$ cat config.mk
export PLATFORM = sky130hd
export DESIGN_NAME = conv_job_ctrl_flat
export DESIGN_NICKNAME = d
export VERILOG_FILES = /design/src/rtl/conv_job_ctrl_pkg.sv /design/src/rtl/conv_job_ctrl_if.sv /design/src/rtl/conv_job_ctrl_lane.sv /design/src/rtl/conv_job_ctrl.sv /design/src/flat_wrapper.sv
export SDC_FILE = /design/constraint.sdc
export NUM_CORES = 1
export LEC_CHECK = 0
export BUFFER_PORTS_ARGS = -buffer_cell sky130_fd_sc_hd__clkbuf_2
export CAP_MARGIN = 30
export CORE_AREA = 2 2 106 134
export CTS_CLUSTER_SIZE = 12
export DETAILED_ROUTE_END_ITERATION = 10
export DIE_AREA = 0 0 108 136
export HOLD_SLACK_MARGIN = 0.06
export RECOVER_POWER = 50
export SETUP_SLACK_MARGIN = 0.02
export SLEW_MARGIN = 5
export SYNTH_ARGS = -nofsm -noshare
export SYNTH_HDL_FRONTEND = slang
export SYNTH_HIERARCHICAL = 1
export SYNTH_SLANG_ARGS = --single-unit
$ cat constraint.sdc
create_clock -name clk -period 2.6 [get_ports clk]
set_input_delay 0.26 -clock clk [delete_from_list [all_inputs] [get_ports clk]]
set_output_delay 0.26 -clock clk [all_outputs]
set_load 0.005 [all_outputs]
$ cat src/rtl/conv_job_ctrl_pkg.sv
// Shared types for the convolution job sequencer.
// Also used by the host/DMA descriptor front end.
package conv_job_ctrl_pkg;

   localparam int DEF_LOG_MAX_ITERS          = 4;
   localparam int DEF_LOG_MAX_READS_PER_ITER = 8;
   localparam int DEF_LOG_MAX_ADDRESS        = 12;

   typedef enum logic [1:0] {
      S_IDLE,
      S_CONFIG,
      S_RUN,
      S_DONE
   } ctrl_state_t;

   typedef struct packed {
      logic [DEF_LOG_MAX_ITERS-1:0]          iters;
      logic [DEF_LOG_MAX_READS_PER_ITER-1:0] reads;
      logic [DEF_LOG_MAX_ADDRESS-1:0]        act_base;
      logic [DEF_LOG_MAX_ADDRESS-1:0]        weight_base;
      logic                                  conf_mode;
   } job_desc_t;

endpackage

$ cat src/rtl/conv_job_ctrl_if.sv
// Job descriptor valid/ready port.
// The host side drives the descriptor, the sequencer returns ready.
interface conv_job_ctrl_if
   import conv_job_ctrl_pkg::*;
#(
   parameter int LOG_MAX_ITERS          = DEF_LOG_MAX_ITERS,
   parameter int LOG_MAX_READS_PER_ITER = DEF_LOG_MAX_READS_PER_ITER,
   parameter int LOG_MAX_ADDRESS        = DEF_LOG_MAX_ADDRESS
);
   logic                              job_valid;
   logic                              job_ready;
   logic [LOG_MAX_ITERS-1:0]          job_num_iters;
   logic [LOG_MAX_READS_PER_ITER-1:0] job_num_reads_per_iter;
   logic [LOG_MAX_ADDRESS-1:0]        job_act_base;
   logic [LOG_MAX_ADDRESS-1:0]        job_weight_base;
   logic                              job_conf_mode;

   modport master (
      output job_valid,
      output job_num_iters,
      output job_num_reads_per_iter,
      output job_act_base,
      output job_weight_base,
      output job_conf_mode,
      input  job_ready
   );

   modport slave (
      input  job_valid,
      input  job_num_iters,
      input  job_num_reads_per_iter,
      input  job_act_base,
      input  job_weight_base,
      input  job_conf_mode,
      output job_ready
   );
endinterface

$ cat src/rtl/conv_job_ctrl_lane.sv
// Per-lane MUL result counter with avail gating.
// Counts up to num_iters, then stops offering avail.
module lane_result_counter #(
   parameter int CNT_W = 4
) (
   input  logic             clk,
   input  logic             rst,
   input  logic             clear,
   input  logic             run,
   input  logic [CNT_W-1:0] num_iters,
   input  logic             valid,
   output logic             avail,
   output logic             beat,
   output logic             lane_done
);
   localparam logic [CNT_W-1:0] ONE = CNT_W'(1);

   logic [CNT_W-1:0] cnt;

   assign avail     = run && (cnt < num_iters);
   assign beat      = valid && avail;
   assign lane_done = (cnt == num_iters)
                   || (beat && ((cnt + ONE) == num_iters));

   // count accepted beats; avail gating keeps cnt <= num_iters
   always_ff @(posedge clk) begin
      if (rst || clear)
         cnt <= '0;
      else if (beat)
         cnt <= cnt + ONE;
   end
endmodule

$ cat src/rtl/conv_job_ctrl.sv
// Job-level sequencer: descriptor slot, configure strobe,
// lane result counting, completion and stall watchdog.
module conv_job_ctrl
   import conv_job_ctrl_pkg::*;
#(
   parameter int LOG_MAX_ITERS          = 4,
   parameter int LOG_MAX_READS_PER_ITER = 8,
   parameter int LOG_MAX_ADDRESS        = 12,
   parameter int NUM_LANES              = 1,
   parameter int TIMEOUT_WIDTH          = 16,
   parameter int JOB_CNT_WIDTH          = 16
) (
   input  logic                              clk,
   input  logic                              rst,
   conv_job_ctrl_if.slave                    job,
   output logic                              configure,
   output logic [LOG_MAX_ITERS-1:0]          num_iters,
   output logic [LOG_MAX_READS_PER_ITER-1:0] num_reads_per_iter,
   output logic [LOG_MAX_ADDRESS-1:0]        act_base_address,
   output logic [LOG_MAX_ADDRESS-1:0]        weight_base_address,
   output logic                              conf_mode,
   input  logic [NUM_LANES-1:0]              result_valid,
   output logic [NUM_LANES-1:0]              result_avail,
   input  logic [TIMEOUT_WIDTH-1:0]          timeout_limit,
   output logic                              busy,
   output logic                              done,
   output logic                              error,
   output logic [JOB_CNT_WIDTH-1:0]          jobs_done
);
   localparam logic [TIMEOUT_WIDTH-1:0] WD_ONE = TIMEOUT_WIDTH'(1);
   localparam logic [JOB_CNT_WIDTH-1:0] JD_ONE = JOB_CNT_WIDTH'(1);

   ctrl_state_t state, state_nxt;

   logic                              pend_full;
   logic                              pend_full_nxt;
   logic [LOG_MAX_ITERS-1:0]          p_iters;
   logic [LOG_MAX_READS_PER_ITER-1:0] p_reads;
   logic [LOG_MAX_ADDRESS-1:0]        p_act;
   logic [LOG_MAX_ADDRESS-1:0]        p_wgt;
   logic                              p_mode;

   logic                     accept, pop;
   logic [NUM_LANES-1:0]     beat, lane_done;
   logic                     all_done, any_beat, wd_hit;
   logic [TIMEOUT_WIDTH-1:0] wd, wd_inc;
   logic                     err_flag;

   assign accept = job.job_valid && job.job_ready;
   assign pop    = (state == S_IDLE) && pend_full;
   assign pend_full_nxt = accept || (pend_full && !pop);

   assign all_done = &lane_done;
   assign any_beat = |beat;
   assign wd_inc   = wd + WD_ONE;
   assign wd_hit   = (timeout_limit != '0) && (wd_inc == timeout_limit);

   for (genvar l = 0; l < NUM_LANES; l++) begin : g_lane
      lane_result_counter #(
         .CNT_W (LOG_MAX_ITERS)
      ) u_lane (
         .clk       (clk),
         .rst       (rst),
         .clear     (state == S_CONFIG),
         .run       (state == S_RUN),
         .num_iters (num_iters),
         .valid     (result_valid[l]),
         .avail     (result_avail[l]),
         .beat      (beat[l]),
         .lane_done (lane_done[l])
      );
   end

   // state register
   always_ff @(posedge clk) begin
      if (rst)
         state <= S_IDLE;
      else
         state <= state_nxt;
   end

   // next state and per-state strobes
   always_comb begin
      state_nxt = state;
      configure = 1'b0;
      done      = 1'b0;
      error     = 1'b0;
      busy      = (state != S_IDLE);
      unique case (state)
         S_IDLE: begin
            if (pend_full)
               state_nxt = S_CONFIG;
         end
         S_CONFIG: begin
            configure = 1'b1;
            state_nxt = (num_iters == '0) ? S_DONE : S_RUN;
         end
         S_RUN: begin
            if (all_done || wd_hit)
               state_nxt = S_DONE;
         end
         S_DONE: begin
            done      = 1'b1;
            error     = err_flag;
            state_nxt = S_IDLE;
         end
         default: state_nxt = S_IDLE;
      endcase
   end

   // pending slot; ready is registered so valid never reaches it
   always_ff @(posedge clk) begin
      if (rst) begin
         pend_full     <= 1'b0;
         job.job_ready <= 1'b0;
         p_iters       <= '0;
         p_reads       <= '0;
         p_act         <= '0;
         p_wgt         <= '0;
         p_mode        <= 1'b0;
      end else begin
         pend_full     <= pend_full_nxt;
         job.job_ready <= !pend_full_nxt;
         if (accept) begin
            p_iters <= job.job_num_iters;
            p_reads <= job.job_num_reads_per_iter;
            p_act   <= job.job_act_base;
            p_wgt   <= job.job_weight_base;
            p_mode  <= job.job_conf_mode;
         end
      end
   end

   // active job config, held until the next pop
   always_ff @(posedge clk) begin
      if (rst) begin
         num_iters           <= '0;
         num_reads_per_iter  <= '0;
         act_base_address    <= '0;
         weight_base_address <= '0;
         conf_mode           <= 1'b0;
      end else if (pop) begin
         num_iters           <= p_iters;
         num_reads_per_iter  <= p_reads;
         act_base_address    <= p_act;
         weight_base_address <= p_wgt;
         conf_mode           <= p_mode;
      end
   end

   // stall watchdog and timeout flag; completion beats timeout
   always_ff @(posedge clk) begin
      if (rst) begin
         wd       <= '0;
         err_flag <= 1'b0;
      end else begin
         err_flag <= (state == S_RUN) && !all_done && wd_hit;
         if (state == S_CONFIG)
            wd <= '0;
         else if (state == S_RUN)
            wd <= any_beat ? '0 : wd_inc;
      end
   end

   // completed-job counter, timeouts included
   always_ff @(posedge clk) begin
      if (rst)
         jobs_done <= '0;
      else if (state == S_DONE)
         jobs_done <= jobs_done + JD_ONE;
   end
endmodule
$ cat src/flat_wrapper.sv
// flat-port wrapper written by rule: the top's interface ports become plain ports
module conv_job_ctrl_flat import conv_job_ctrl_pkg::*;
#(
   parameter int LOG_MAX_ITERS          = 4,
   parameter int LOG_MAX_READS_PER_ITER = 8,
   parameter int LOG_MAX_ADDRESS        = 12,
   parameter int NUM_LANES              = 1,
   parameter int TIMEOUT_WIDTH          = 16,
   parameter int JOB_CNT_WIDTH          = 16
)
  (clk, rst, configure, num_iters, num_reads_per_iter, act_base_address, weight_base_address, conf_mode, result_valid, result_avail, timeout_limit, busy, done, error, jobs_done, job_job_valid, job_job_num_iters, job_job_num_reads_per_iter, job_job_act_base, job_job_weight_base, job_job_conf_mode, job_job_ready);
  conv_job_ctrl_if #(.LOG_MAX_ITERS(LOG_MAX_ITERS), .LOG_MAX_READS_PER_ITER(LOG_MAX_READS_PER_ITER), .LOG_MAX_ADDRESS(LOG_MAX_ADDRESS)) job_i ();
  input  logic clk;
  input  logic rst;
  output logic configure;
  output logic [LOG_MAX_ITERS-1:0] num_iters;
  output logic [LOG_MAX_READS_PER_ITER-1:0] num_reads_per_iter;
  output logic [LOG_MAX_ADDRESS-1:0] act_base_address;
  output logic [LOG_MAX_ADDRESS-1:0] weight_base_address;
  output logic conf_mode;
  input  logic [NUM_LANES-1:0] result_valid;
  output logic [NUM_LANES-1:0] result_avail;
  input  logic [TIMEOUT_WIDTH-1:0] timeout_limit;
  output logic busy;
  output logic done;
  output logic error;
  output logic [JOB_CNT_WIDTH-1:0] jobs_done;
  input wire logic [$bits(job_i.job_valid)-1:0] job_job_valid;
  input wire logic [$bits(job_i.job_num_iters)-1:0] job_job_num_iters;
  input wire logic [$bits(job_i.job_num_reads_per_iter)-1:0] job_job_num_reads_per_iter;
  input wire logic [$bits(job_i.job_act_base)-1:0] job_job_act_base;
  input wire logic [$bits(job_i.job_weight_base)-1:0] job_job_weight_base;
  input wire logic [$bits(job_i.job_conf_mode)-1:0] job_job_conf_mode;
  output wire logic [$bits(job_i.job_ready)-1:0] job_job_ready;
  assign job_i.job_valid = job_job_valid;
  assign job_i.job_num_iters = job_job_num_iters;
  assign job_i.job_num_reads_per_iter = job_job_num_reads_per_iter;
  assign job_i.job_act_base = job_job_act_base;
  assign job_i.job_weight_base = job_job_weight_base;
  assign job_i.job_conf_mode = job_job_conf_mode;
  assign job_job_ready = job_i.job_ready;
  conv_job_ctrl #(.LOG_MAX_ITERS(LOG_MAX_ITERS), .LOG_MAX_READS_PER_ITER(LOG_MAX_READS_PER_ITER), .LOG_MAX_ADDRESS(LOG_MAX_ADDRESS), .NUM_LANES(NUM_LANES), .TIMEOUT_WIDTH(TIMEOUT_WIDTH), .JOB_CNT_WIDTH(JOB_CNT_WIDTH)) u_core (.clk(clk), .rst(rst), .job(job_i), .configure(configure), .num_iters(num_iters), .num_reads_per_iter(num_reads_per_iter), .act_base_address(act_base_address), .weight_base_address(weight_base_address), .conf_mode(conf_mode), .result_valid(result_valid), .result_avail(result_avail), .timeout_limit(timeout_limit), .busy(busy), .done(done), .error(error), .jobs_done(jobs_done));
endmodule
# [Word level (Yosys, flattened, before mapping)]
# Cells that the tools add are included.
[totals] ff_bits=115 latch_bits=0 ram_bits=0 mem_bits_ro=0 input_bits=57 out_inout_bits=59 elab_cells=59 mem_count=0
[classes] n_addsub=3 mul=0 n_div=0 magnitude_cmp=1 eq_ne=8 n_shift=0 muxes=8 n_bitwise=0 n_reduce_logical=22
[ops] cell="16-bit by 1-bit adder with 16-bit output (second input constant)" count=2
[ops] cell="16-bit equality test" count=1
[ops] cell="16-bit 2-to-1 mux" count=1
[ops] cell="16-bit nonzero test" count=1
[ops] cell="1-bit logical AND" count=9
[ops] cell="4-bit equality test" count=2
[ops] cell="2-bit one-hot mux with 4 select lines" count=1
[ops] cell="4-bit by 1-bit adder with 4-bit output (second input constant)" count=1
[ops] cell="2-bit equality test (second input constant)" count=2
[ops] cell="4-bit logical NOT" count=1
[ops] cell="1-bit logical OR" count=4
[ops] cell="4-bit less-than comparator" count=1
[ops] cell="1-bit 2-to-1 mux" count=4
[ops] cell="2-bit 2-to-1 mux" count=2
[ops] cell="2-bit by 1-bit inequality test with 1-bit output (second input constant)" count=2
[ops] cell="1-bit logical NOT" count=3
[ops] cell="2-bit by 1-bit equality test with 1-bit output (second input constant)" count=1
[ops] cell="2-bit logical NOT" count=1
[ops] cell="2-bit AND reduction" count=1
[ops] cell="2-bit nonzero test" count=1
[ops] cell="2-bit OR reduction" count=1

# [Depth between registers and ports, before layout]
# Gate-level depths: netlist of run 1.
[logic_depth] ltp_word=8 ltp_mapped=10 depth_no_buf=10

# [Hierarchy]
# Netlist of run 1, hierarchy kept.
[by_module_without_submodules] module="conv_job_ctrl" instances=1 cells_per_inst=615 area_each_um2=4890.9 seq_area_each_um2=2222.1
[by_module_without_submodules] module="lane_result_counter" instances=1 cells_per_inst=45 area_each_um2=382.9 seq_area_each_um2=80.1

# [Worst setup path before layout of run 1]
# No wires, ideal clock.
[synth_path] path_type="register to register" start="register u_core.num_iters[1]" end="register u_core.wd[5]" setup_ps=128 arrival_time_ps=2082 t_required_ps=2472 slack_ps=390 stages_incl_launch_ff=11 n_path_buf=1 period_less_slack_ps=2210 cell_sequence="dfxtp_1 inv_1 ha_1 nor2b_4 o21ba_4 nor2_1 nand2b_1 clkbuf_1 nor2_1 a22oi_1 nor2_1"
[synth_via] elab_chain_cells=4
[synth_lines] element="from (decl)" line="conv_job_ctrl.sv:17" text="output logic [LOG_MAX_ITERS-1:0] num_iters,"
[synth_lines] element="from (signal assigned)" line="conv_job_ctrl.sv:143" text="num_iters <= p_iters;"
[synth_lines] element="4-bit less-than comparator" line="conv_job_ctrl_lane.sv:20" text="assign avail = run && (cnt < num_iters);"
[synth_lines] element="1-bit logical AND" line="conv_job_ctrl_lane.sv:20"
[synth_lines] element="1-bit logical AND" line="conv_job_ctrl_lane.sv:21" text="assign beat = valid && avail;"
[synth_lines] element="named net u_core.any_beat" line="conv_job_ctrl.sv:45" text="logic all_done, any_beat, wd_hit;"
[synth_lines] element="16-bit 2-to-1 mux" line="conv_job_ctrl.sv:161" text="wd <= any_beat ? '0 : wd_inc;"
[synth_lines] element="to (signal assigned)" line="conv_job_ctrl.sv:161"
[synth_lines] element="to (decl)" line="conv_job_ctrl.sv:46" text="logic [TIMEOUT_WIDTH-1:0] wd, wd_inc;"
# The timed path passes the listed nets, and every way through them passes these cells.
# A chain may end at the register's enable or synchronous reset.

# [Worst setup path in the final report of run 1]
[layout_path] start="register u_core.wd[1]" end="register u_core.state[0]"
[layout_via] elab_chain_cells=6
[layout_lines] element="16-bit by 1-bit adder with 16-bit output" line="conv_job_ctrl.sv:55" text="assign wd_inc = wd + WD_ONE;"
[layout_lines] element="16-bit equality test" line="conv_job_ctrl.sv:56" text="assign wd_hit = (timeout_limit != '0) && (wd_inc == timeout_limit);"
[layout_lines] element="1-bit logical AND" line="conv_job_ctrl.sv:56"
[layout_lines] element="1-bit logical OR" line="conv_job_ctrl.sv:99" text="if (all_done || wd_hit)"
[layout_lines] element="2-bit by 1-bit inequality test with 1-bit output (no line)"
[layout_lines] element="2-bit AND reduction (no line)"
[layout_lines] element="to (signal assigned)" line="conv_job_ctrl.sv:79" text="state <= state_nxt;"
[layout_lines] element="to (decl)" line="conv_job_ctrl.sv:33" text="ctrl_state_t state, state_nxt;"
# No other way between the ends.

==> summary.txt, run 1 <==
Final Cycle Share = 89.6%
Main combinational cell family by area after synthesis = simple AND/OR/NAND/NOR gates
Clock slew at reported path FFs = 0.06 ns
Worst-Skew Late Latency = 0.40 ns
Seq pwr share = 38.4%
Post-synth EDFFs = 0
Clock skew = 0.00898 ns
Unique cell type count in the Yosys netlist = 55
Initial DRC count = 264
# IOs = 116
CP Cell Sequence = ha_2 -> nand3_2 -> nor4_4 -> xnor2_1 -> nor4_4 -> a41oi_2 -> o21a_1 -> nor3_2
Vias/cell = 5.15
Residual DRC = 0
Register area share after synthesis = 43.7%
Mean Syn Cell Area = 7.99 µm²
Synth Area in Simple Gates = 28.2%
FFs w/ async S/R, synth = 0%
Clock Power Share = 49.7%
Drt wl/cell = 14.2 µm
Largest delay share family, worst path = simple AND/OR/NAND/NOR gates
Floorplan row count = 48
Root buffer cell = clkbuf_16
Ys flop type = dfxtp_1
CTS tree = yes
Power share of the combinational group = 11.8%
N_diodes = 0
WP buf/inv = 0
Max_cap viols = 0
Final min period = 2.33 ns
Post-Synth XOR/XNOR Area = 6.31%
Hold path startpoint = job_job_num_reads_per_iter[7]
Largest cells by area after synthesis = dfxtp_1 44%, nand2_1 12%, a21oi_1 8.6%, nor2_1 3.6%, xnor2_1 3.2%
Maximum clock frequency = 0.429 GHz
Mapped Cells = 660
Internal power = 3.58 mW
Post-CTS Setup Repair Bufs = 0
Switch share = 26.2%
Post-Synth Adder-Cell Area = 2.85%
Filler cells = 1359
Status = finished clean
Sink Count = 115
Fin. Hold Viols = 0
RSZ-0062 raised after global routing = false
Die area = 14700 µm²
Critical path class = flip-flop to flip-flop
Initial Util = 39.0%
Final Instance Count excl. Fillers = 952
GR Overflow Total = 0
Die X = 108 µm
Final setup violation count = 0
Final setup TNS = 0 ns
Largest net degree at the start of global routing = 97
Commonest cells post-synth = 172 x nand2_1, 115 x dfxtp_1, 91 x a21oi_1, 50 x nor2_1, 32 x clkbuf_1
Final hold slack = 0.0739 ns
Peak supply drop = 0.404 mV
Area leader, netlist = dfxtp_1
Setup crit start = u_core/wd[1]$_SDFFE_PP0P_
Final WL = 13.5 mm
P_sw = 1.27 mW
DPL Wire Length = 9.38 mm
Synth Net Count = 729
Final ANT Viol Nets = 0
Max incr delay on CP = 0.43 ns
Layout area overhead = 24.7%
Share of Yosys cell area claimed by the top area cell type = 43.7%
Placed cells = 920
Initial antenna violation count = 0
Multiplexer area fraction after synthesis = 0.380%
Final Max Tran Viols = 0
Critical Path Slowest Stage Cell = dfxtp_1
Most frequent cell after synthesis = nand2_1
Layout cell share with drive strength beyond 1 = 17.8%
PD cells = 736 nW/µm²
Max clock buf depth = 2
YS warnings = 6
Global-route wire length before repair = 22.1 mm
Vias in the first global route = 4650
Crit path launch type = flip-flop
Fin nets = 833
LEAKAGE = 2.49 nW
Crit end category = flip-flop
Compound-Gate Fraction of Synth Area = 14.6%
Worst path required time = 2.92 ns
Core region area = 13500 µm²
CTS buffer count = 17
Detailed-route via count = 4900
Most frequent CP cell = nor4_4
Total track usage = 18.8%
Slew HR = 42.2%
Htree depth = 4
Synthesized area = 5270 µm²
Reg2reg start = u_core/wd[1]$_SDFFE_PP0P_
Max FO, Critical Path = 8
Register bit total from synthesis = 115
Die Ht = 136 µm
Crit path DAT = 2.65 ns
Hold crit path type = input port to flip-flop
Detailed Routing Iterations Pass 1 = 5
Port Buffer Count = 115
Worst-Margin Slew = 0.867 ns
Final Wtd Congestion = 0.884
==> cells in the final DEF (no fill, tap or decap), drive strengths merged, types with 3 or more instances in the layout <==
master	instances
nand2	172
clkbuf	136
dfxtp	115
a21oi	91
nor2	50
xor2	19
xnor2	19
o21ai	19
inv	16
nor4	14
nand3	12
ha	12
nand4	11
nor3	10
buf	8
and4	7
and3	5
clkinv	5
nand2b	4
a22oi	4
or4	4
and2	4
bufinv	3
o31ai	3
or2	3
nor2b	3
a211oi	3
a21boi	3
==> through the flow <==
step,cell area (µm²),power (mW),utilization (%),worst slack (ns)
2_1_floorplan,5270,2.25,-,0.390
3_3_place_gp,6020,2.47,44.5,0.357
3_5_place_dp,6020,2.48,44.5,0.193
4_1_cts,6630,4.91,49.1,0.155
5_1_grt,6580,5.05,48.7,0.0531
6_report,6580,4.84,48.7,0.269
==> power groups by stage <==
stage          clock network [mW]  registers (mW)  logic, mW
2_1_floorplan                   0            1.90      0.357
3_3_place_gp                    0            1.90      0.574
3_5_place_dp                    0            1.90      0.586
4_1_cts                      2.46            1.86      0.589
5_1_grt                      2.54            1.87      0.643
6_report                     2.41            1.86      0.574
==> logic make-up (layout without fill, tap and decap cells) <==
family	after synthesis	count (layout)
adder cells (fa/ha/maj)	12	12
flip-flops	115	115
buffers and inverters	52	169
multiplexers	2	2
XOR/XNOR	38	38
AO/OA/AOI/OAI	133	133
AND/OR/NAND/NOR	308	308
==> layout make-up <==
cell class | instances | area, µm² | area share (%)
clock buffer | 19 | 443 | 6.74
multi-input combinational | 493 | 2770 | 42.2
sequential | 115 | 2300 | 35.0
tap | 175 | 219 | 3.33
inverter | 12 | 45.0 | 0.685
timing repair buffer | 125 | 622 | 9.46
clock inverter | 13 | 173 | 2.63
==> path summary, 6_finish.rpt <==
| check | endpoint | slack, ns | depth (start not counted) |
|---|---|---|---|
| setup / recovery | u_core/state[0]$_SDFFE_PP0P_ | 0.27 | 8 |
| hold / removal | u_core/p_reads[7]$_SDFFE_PP0P_ | 0.07 | 3 |
| setup reg to reg | u_core/state[0]$_SDFFE_PP0P_ | 0.27 | 8 |
| hold reg to reg | u_core/num_reads_per_iter[2]$_SDFFE_PP0P_ | 0.45 | 2 |
==> flip-flops by register name, summed over array words and instances, names as in the netlist <==
signal and cells:
u_core/num_reads_per_iter 8, u_core/wd 16, u_core/p_iters 4, u_core/p_act 12, u_core/state 2, u_core/weight_base_address 12, u_core/p_wgt 12, u_core/num_iters 4
u_core/job.job_ready 1, u_core/pend_full 1, u_core/err_flag 1, u_core/jobs_done 16, u_core/act_base_address 12, u_core/g_lane.u_lane/cnt 4, u_core/conf_mode 1, u_core/p_mode 1
u_core/p_reads 8
==> what timing repair did <==
item / CTS / global route
setup endpoints to repair: 0 / 2
hold buffers: 0 / 0
gates resized for setup: 0 / 2
==> per-layer routing <==
metal  GRT usage, %  part of all wire (%)
met2           31.3                    49
met3           5.90                   7.3
met4           6.91                   1.4
met1           22.7                    42
met5              0                     0
==> worst register-to-register path: stages, from the launching register on <==
cell and delay (ns):
dfxtp_1 0.43, ha_2 0.29, nand3_2 0.21, nor4_4 0.40
xnor2_1 0.16, nor4_4 0.19, a41oi_2 0.22, o21a_1 0.25
nor3_2 0.10
No activity file was read; power rests on OpenSTA's default activity.
==> run 2, diff against run 1 <==
--- a/config.mk
+++ b/config.mk
@@ -5,12 +5,12 @@
 export SDC_FILE = /design/constraint.sdc
 export NUM_CORES = 1
 export LEC_CHECK = 0
-export BUFFER_PORTS_ARGS = -buffer_cell sky130_fd_sc_hd__clkbuf_2
 export CAP_MARGIN = 30
 export CORE_AREA = 2 2 106 134
 export CTS_CLUSTER_SIZE = 12
 export DETAILED_ROUTE_END_ITERATION = 10
 export DIE_AREA = 0 0 108 136
+export DONT_BUFFER_PORTS = 1
 export HOLD_SLACK_MARGIN = 0.06
 export RECOVER_POWER = 50
 export SETUP_SLACK_MARGIN = 0.02
==> run 2 against run 1 <==
Compared with the run above: maximum frequency is 0.70% lower; critical endpoint is now u_core/state[1]$_SDFFE_PP0P_; sequential cell count stayed put; largest cell class unchanged; highest routed layer unchanged; global-route usage rose by 0.070 points.
==> summary.txt, run 2 (same netlist as run 1, synthesis figures left out) <==
Crit path DAT = 2.68 ns (was 2.65 ns)
Final ANT Viol Nets = 0 (unchanged)
Global-route wire length before repair = 21.9 mm (was 22.1 mm)
RR Endpoint = u_core/state[1]$_SDFFE_PP0P_ (was u_core/state[0]$_SDFFE_PP0P_)
Die Ht = 136 µm (unchanged)
Layout area overhead = 22.7% (was 24.7%)
Residual DRC = 0 (unchanged)
DPL Wire Length = 8.98 mm (was 9.38 mm)
Maximum clock frequency = 0.426 GHz (was 0.429 GHz)
Final Wtd Congestion = 0.875 (was 0.884)
Final min period = 2.35 ns (was 2.33 ns)
Die area = 14700 µm² (unchanged)
Final WL = 13.4 mm (was 13.5 mm)
Detailed-route via count = 4618 (was 4900)
Crit path launch type = flip-flop (unchanged)
Worst path required time = 2.94 ns (was 2.92 ns)
RSZ-0062 raised after global routing = false (unchanged)
Worst R2R Path Depth = 8 (unchanged)
Hold path startpoint = result_valid (was job_job_num_reads_per_iter[7])
Worst-Skew Late Latency = 0.41 ns (was 0.40 ns)
Total Power = 5.03 mW (was 4.84 mW)
Clock skew = 0.0109 ns (was 0.00898 ns)
Largest net degree at the start of global routing = 97 (unchanged)
Layout cell share with drive strength beyond 1 = 8.69% (was 17.8%)
Peak supply drop = 0.505 mV (was 0.404 mV)
Final setup violation count = 0 (unchanged)
# IOs = 116 (unchanged)
Sink Count = 115 (unchanged)
Vias in the first global route = 4599 (was 4650)
Placed cells = 807 (was 920)
Die X = 108 µm (unchanged)
Hold crit path type = input port to flip-flop (unchanged)
Max clock buf depth = 2 (unchanged)
Core region area = 13500 µm² (unchanged)
Critical path class = flip-flop to flip-flop (unchanged)
Htree depth = 4 (unchanged)
Biggest regs = u_core/jobs_done: 16 flops, u_core/wd: 16 flops (unchanged)
Detailed Routing Iterations Pass 1 = 5 (unchanged)
Floorplan row count = 48 (unchanged)
Reg2reg setup slack = 0.25 ns (was 0.27 ns)
CTS buffer count = 17 (unchanged)
Clock slew at reported path FFs = 0.06 ns (about the same)
Crit end category = flip-flop (unchanged)
Initial Util = 39.0% (unchanged)
Drt wl/cell = 15.3 µm (was 14.2 µm)
Most frequent cells in the layout = 172 x nand2_1, 115 x dfxtp_1, 91 x a21oi_1 (unchanged)
Final Instance Count excl. Fillers = 877 (was 952)
Max FO, Critical Path = 8 (unchanged)
Hold depth = 3 (unchanged)
Worst-Margin Slew = 0.947 ns (was 0.867 ns)
Most common cell after layout, fill and taps aside = nand2_1 (unchanged)
Port Buffer Count = 0 (was 115)
Total track usage = 18.9% (was 18.8%)
Initial antenna violation count = 0 (unchanged)
N_diodes = 0 (unchanged)
Slew HR = 36.9% (was 42.2%)
PD cells = 778 nW/µm² (was 736 nW/µm²)
GR Overflow Total = 0 (unchanged)
Fin. Hold Viols = 0 (unchanged)
Max_cap viols = 0 (unchanged)
Final Cycle Share = 90.3% (was 89.6%)
Root buffer cell = clkbuf_16 (unchanged)
Status = finished clean (unchanged)
Initial DRC count = 256 (was 264)
CTS tree = yes (unchanged)
Reg2reg start = u_core/wd[1]$_SDFFE_PP0P_ (unchanged)
Filler cells = 1303 (was 1359)
Fin nets = 758 (was 833)
Final Max Tran Viols = 0 (unchanged)
Resize count post-CTS = 0 (unchanged)
Hold EP = u_core/g_lane[0].u_lane/cnt[0]$_SDFFE_PP0P_ (was u_core/p_reads[7]$_SDFFE_PP0P_)
Vias/cell = 5.27 (was 5.15)
Final setup TNS = 0 ns (unchanged)
LEAKAGE = 2.29 nW (was 2.49 nW)
[run 2: cell count changes in the layout (fill, tap and decap cells not counted), sizes merged]
cell / before / now
inv: 16 / 17
clkinv: 5 / 2
buf: 8 / 9
clkbuf: 136 / 23
dlygate4sd3: 0 / 37
bufinv: 3 / 5
[run 2: worst max path at each step]
stage | startpoint | endpoint | slack [ns] | depth (start not counted)
CTS | u_core/wd[1]$_SDFFE_PP0P_ | u_core/state[1]$_SDFFE_PP0P_ | 0.26 | 8
global route | u_core/job.job_ready$_SDFF_PP0_ | u_core/p_wgt[4]$_SDFFE_PP0P_ | 0.04 | 4
floorplan | u_core/num_iters[1]$_SDFFE_PP0P_ | u_core/wd[5]$_SDFFE_PP0P_ | 0.39 | 10
global placement | u_core/wd[1]$_SDFFE_PP0P_ | u_core/state[0]$_SDFFE_PP0P_ | 0.38 | 8
finish | u_core/wd[1]$_SDFFE_PP0P_ | u_core/state[1]$_SDFFE_PP0P_ | 0.25 | 8
detailed placement | u_core/wd[1]$_SDFFE_PP0P_ | u_core/state[1]$_SDFFE_PP0P_ | 0.28 | 8
[run 2: metal layers]
layer  up-vias  wire (µm)  track usage, %
li1       2292          -               -
met1      2168       5500            21.1
met2       144       6850            33.3
met3        14        884            5.94
met4         0        174            7.12
met5         -          0               0
[run 2: timing repair]
item / in CTS / in global routing
hold buffers: 38 / 0
setup buffers: 0 / 0
hold endpoints to repair: 98 / 0
[run 2: area by class of cell]
class	instances	area [µm²]	area share, %
Clock buffer	19	453	7.00
Tap cell	175	219	3.38
Timing Repair Buffer	50	473	7.31
Multi-Input combinational cell	493	2760	42.7
Inverter	12	45.0	0.696
Sequential cell	115	2300	35.6
Clock inverter	13	219	3.38
[run 2: critical path, cell delays in order, from the launching register on]
cell and delay, ns:
dfxtp_1 0.42, ha_1 0.28, nand3_2 0.20, nor4_2 0.46, xnor2_1 0.17, nor4_4 0.18
a41oi_2 0.21, nand3b_1 0.22, a21oi_1 0.12
[run 2: metrics by stage]
stage          hold slack [ns]  setup slack (ns)  utilization, %  area (µm²)
6_report                 0.228             0.253            47.9        6470
3_3_place_gp             0.339             0.380            40.2        5430
2_1_floorplan            0.396             0.390               -        5270
5_1_grt                  0.228            0.0399            47.9        6470
3_5_place_dp             0.342             0.284            40.2        5430
4_1_cts                  0.200             0.257            48.1        6500
[run 2: report_power, final]
part,internal [mW],leakage (nW),switching (mW)
Combinational,0.193,1.03,0.346
Sequential,1.82,0.931,0.0440
Clock,1.77,0.326,0.858
==> run 3, diff against run 2 <==
--- a/config.mk
+++ b/config.mk
@@ -6,12 +6,15 @@
 export NUM_CORES = 1
 export LEC_CHECK = 0
 export CAP_MARGIN = 30
+export CELL_PAD_IN_SITES_DETAIL_PLACEMENT = 1
+export CELL_PAD_IN_SITES_GLOBAL_PLACEMENT = 1
 export CORE_AREA = 2 2 106 134
 export CTS_CLUSTER_SIZE = 12
 export DETAILED_ROUTE_END_ITERATION = 10
 export DIE_AREA = 0 0 108 136
 export DONT_BUFFER_PORTS = 1
 export HOLD_SLACK_MARGIN = 0.06
+export PLACE_DENSITY_LB_ADDON = 0.1
 export RECOVER_POWER = 50
 export SETUP_SLACK_MARGIN = 0.02
 export SLEW_MARGIN = 5
==> run 3 against run 2 <==
Compared with the run above: combinational power rose by 5.6%; power fell by 2.5%; sequential share of layout area rose by 0.12 points; critical path type unchanged; critical endpoint unchanged; highest routed layer unchanged.
==> summary.txt, run 3 (same netlist as run 1, synthesis figures left out) <==
Final WL = 14.9 mm (was 13.4 mm)
Worst-Skew Late Latency = 0.40 ns (was 0.41 ns)
CTS tree = yes (unchanged)
PD cells = 761 nW/µm² (was 778 nW/µm²)
Slew HR = 46.5% (was 36.9%)
Fin. Hold Viols = 0 (unchanged)
Die area = 14700 µm² (unchanged)
Internal power = 3.66 mW (was 3.79 mW)
Worst-Margin Slew = 0.801 ns (was 0.947 ns)
Peak supply drop = 0.325 mV (was 0.505 mV)
LEAKAGE = 2.29 nW (about the same)
Vias/cell = 5.35 (was 5.27)
CTS buffer count = 17 (unchanged)
CP Cell Sequence = ha_1 -> nand3_2 -> nor4_4 -> xnor2_1 -> nor4_4 -> a41oi_2 -> o21ai_1 -> a21oi_1 (was ha_1 -> nand3_2 -> nor4_2 -> xnor2_1 -> nor4_4 -> a41oi_2 -> nand3b_1 -> a21oi_1)
Setup crit start = u_core/wd[1]$_SDFFE_PP0P_ (unchanged)
Most frequent cells in the layout = 172 x nand2_1, 115 x dfxtp_1, 91 x a21oi_1 (unchanged)
DPL Wire Length = 10.0 mm (was 8.98 mm)
Max FO, Critical Path = 8 (unchanged)
Detailed Routing Iterations Pass 1 = 4 (was 5)
Max incr delay on CP = 0.44 ns (was 0.46 ns)
CP endpoint = u_core/state[1]$_SDFFE_PP0P_ (unchanged)
Detailed-route via count = 4687 (was 4618)
Htree depth = 4 (unchanged)
Initial DRC count = 123 (was 256)
Crit path launch type = flip-flop (unchanged)
# IOs = 116 (unchanged)
Critical path class = flip-flop to flip-flop (unchanged)
Clock skew = 0.0114 ns (was 0.0109 ns)
Power share of the combinational group = 11.6% (was 10.7%)
Switch share = 25.5% (was 24.8%)
Root buffer cell = clkbuf_16 (unchanged)
Critical Path Slowest Stage Cell = dfxtp_1 (was nor4_2)
Final Max Tran Viols = 0 (unchanged)
Largest net degree at the start of global routing = 97 (unchanged)
Residual DRC = 0 (unchanged)
Die X = 108 µm (unchanged)
Vias in the first global route = 5017 (was 4599)
Max_cap viols = 0 (unchanged)
Initial Util = 39.0% (unchanged)
Final Wtd Congestion = 0.835 (was 0.875)
Final hold slack = 0.232 ns (was 0.228 ns)
Post-CTS Setup Repair Bufs = 0 (unchanged)
Maximum clock frequency = 0.414 GHz (was 0.426 GHz)
Layout cell share with drive strength beyond 1 = 8.70% (was 8.69%)
Total Power = 4.91 mW (was 5.03 mW)
Sink Count = 115 (unchanged)
Fin nets = 757 (was 758)
Floorplan row count = 48 (unchanged)
Biggest regs = u_core/jobs_done: 16 flops, u_core/wd: 16 flops (unchanged)
Port Buffer Count = 0 (unchanged)
Seq pwr share = 38.0% (was 37.1%)
P_sw = 1.25 mW (about the same)
Final Cycle Share = 92.9% (was 90.3%)
N_diodes = 0 (unchanged)
Max clock buf depth = 2 (unchanged)
Reg2reg start = u_core/wd[1]$_SDFFE_PP0P_ (unchanged)
RR Endpoint = u_core/state[1]$_SDFFE_PP0P_ (unchanged)
Most frequent CP cell = nor4_4
Die Ht = 136 µm (unchanged)
Final setup TNS = 0 ns (unchanged)
Total track usage = 21.1% (was 18.9%)
Worst path required time = 2.87 ns (was 2.94 ns)
Status = finished clean (unchanged)
Final ANT Viol Nets = 0 (unchanged)
Most common cell after layout, fill and taps aside = nand2_1 (unchanged)
Worst R2R Path Depth = 8 (unchanged)
Crit path DAT = 2.69 ns (was 2.68 ns)
RSZ-0062 raised after global routing = false (unchanged)
Initial antenna violation count = 0 (unchanged)
Crit end category = flip-flop (unchanged)
Hold crit path type = input port to flip-flop (unchanged)
Clock Power Share = 50.4% (was 52.2%)
Reg2reg setup slack = 0.18 ns (was 0.25 ns)
Final min period = 2.42 ns (was 2.35 ns)
GR Overflow Total = 0 (unchanged)
Core region area = 13500 µm² (unchanged)
Final setup violation count = 0 (unchanged)
Global-route wire length before repair = 24.4 mm (was 21.9 mm)
Clock slew at reported path FFs = 0.06 ns (about the same)
Layout area overhead = 22.3% (was 22.7%)
Drt wl/cell = 17.0 µm (was 15.3 µm)
-- run 3: cell count changes in the layout (fill, tap and decap cells not counted) --
cell,change
clkinv_2,+2
nor4_4,+1
bufinv_16,-1
inv_6,-4
nor4_2,-1
clkbuf_8,-1
buf_4,+1
buf_12,+1
clkbuf_1,-1
clkinvlp_4,+2
-- run 3: per-layer routing --
metal | track usage [%] | vias to the layer above | wire, µm
met5 | 0 | - | 0
met4 | 8.26 | 0 | 334
met3 | 6.76 | 28 | 813
met2 | 37.9 | 107 | 7750
met1 | 22.8 | 2267 | 5950
li1 | - | 2285 | -
-- run 3: stage by stage --
stage,util [%],worst slack (ns),std cells,instance area (µm²)
2_1_floorplan,-,0.390,660,5270
3_3_place_gp,40.1,0.330,806,5420
4_1_cts,47.7,0.0947,876,6440
5_1_grt,47.7,0.0295,876,6450
3_5_place_dp,40.1,0.143,806,5420
6_report,47.7,0.184,876,6450
-- run 3: layout make-up --
| class | instances | area, µm² |
|---|---|---|
| well taps | 175 | 219 |
| inverters | 12 | 45.0 |
| multi-input cells | 493 | 2770 |
| repair buffers | 49 | 489 |
| clock inverters | 12 | 179 |
| fillers | 1640 | 7060 |
| flip-flops and latches | 115 | 2300 |
| clock buffers | 20 | 447 |
-- run 3: what timing repair did --
item | in CTS | in global routing
hold buffers | 38 | 0
hold endpoints to repair | 96 | 0
endpoints found under the setup margin | 0 | 2
gates resized for setup | 0 | 1
-- run 3: critical path: cells and delay by family (launching register included) --
family | cells | cell delay (ns)
adder cells (fa/ha/maj) | 1 | 0.32
AND/OR/NAND/NOR | 3 | 0.83
flip-flops | 1 | 0.44
XOR/XNOR | 1 | 0.16
AO/OA/AOI/OAI | 3 | 0.52
-- run 3: how the worst min path moves through the flow --
stage                                                  end  depth (start not counted)                start  slack [ns]
2_1_floorplan                 u_core/p_act[0]$_SDFFE_PP0P_                          2  job_job_act_base[0]        0.40
5_1_grt        u_core/g_lane[0].u_lane/cnt[1]$_SDFFE_PP0P_                          3         result_valid        0.23
3_5_place_dp                  u_core/p_wgt[3]$_SDFFE_PP0P_                          1                  rst        0.34
6_report       u_core/g_lane[0].u_lane/cnt[1]$_SDFFE_PP0P_                          3         result_valid        0.23
3_3_place_gp              u_core/num_iters[1]$_SDFFE_PP0P_                          1                  rst        0.34
4_1_cts        u_core/g_lane[0].u_lane/cnt[1]$_SDFFE_PP0P_                          3         result_valid        0.21
-- run 3: power by group through the flow --
stage	Clock (mW)	Sequential [mW]	Combinational, mW
finish	2.48	1.87	0.569
global route	2.62	1.87	0.634
CTS	2.54	1.87	0.578
detailed placement	0	1.90	0.496
global placement	0	1.90	0.476
floorplan	0	1.90	0.357
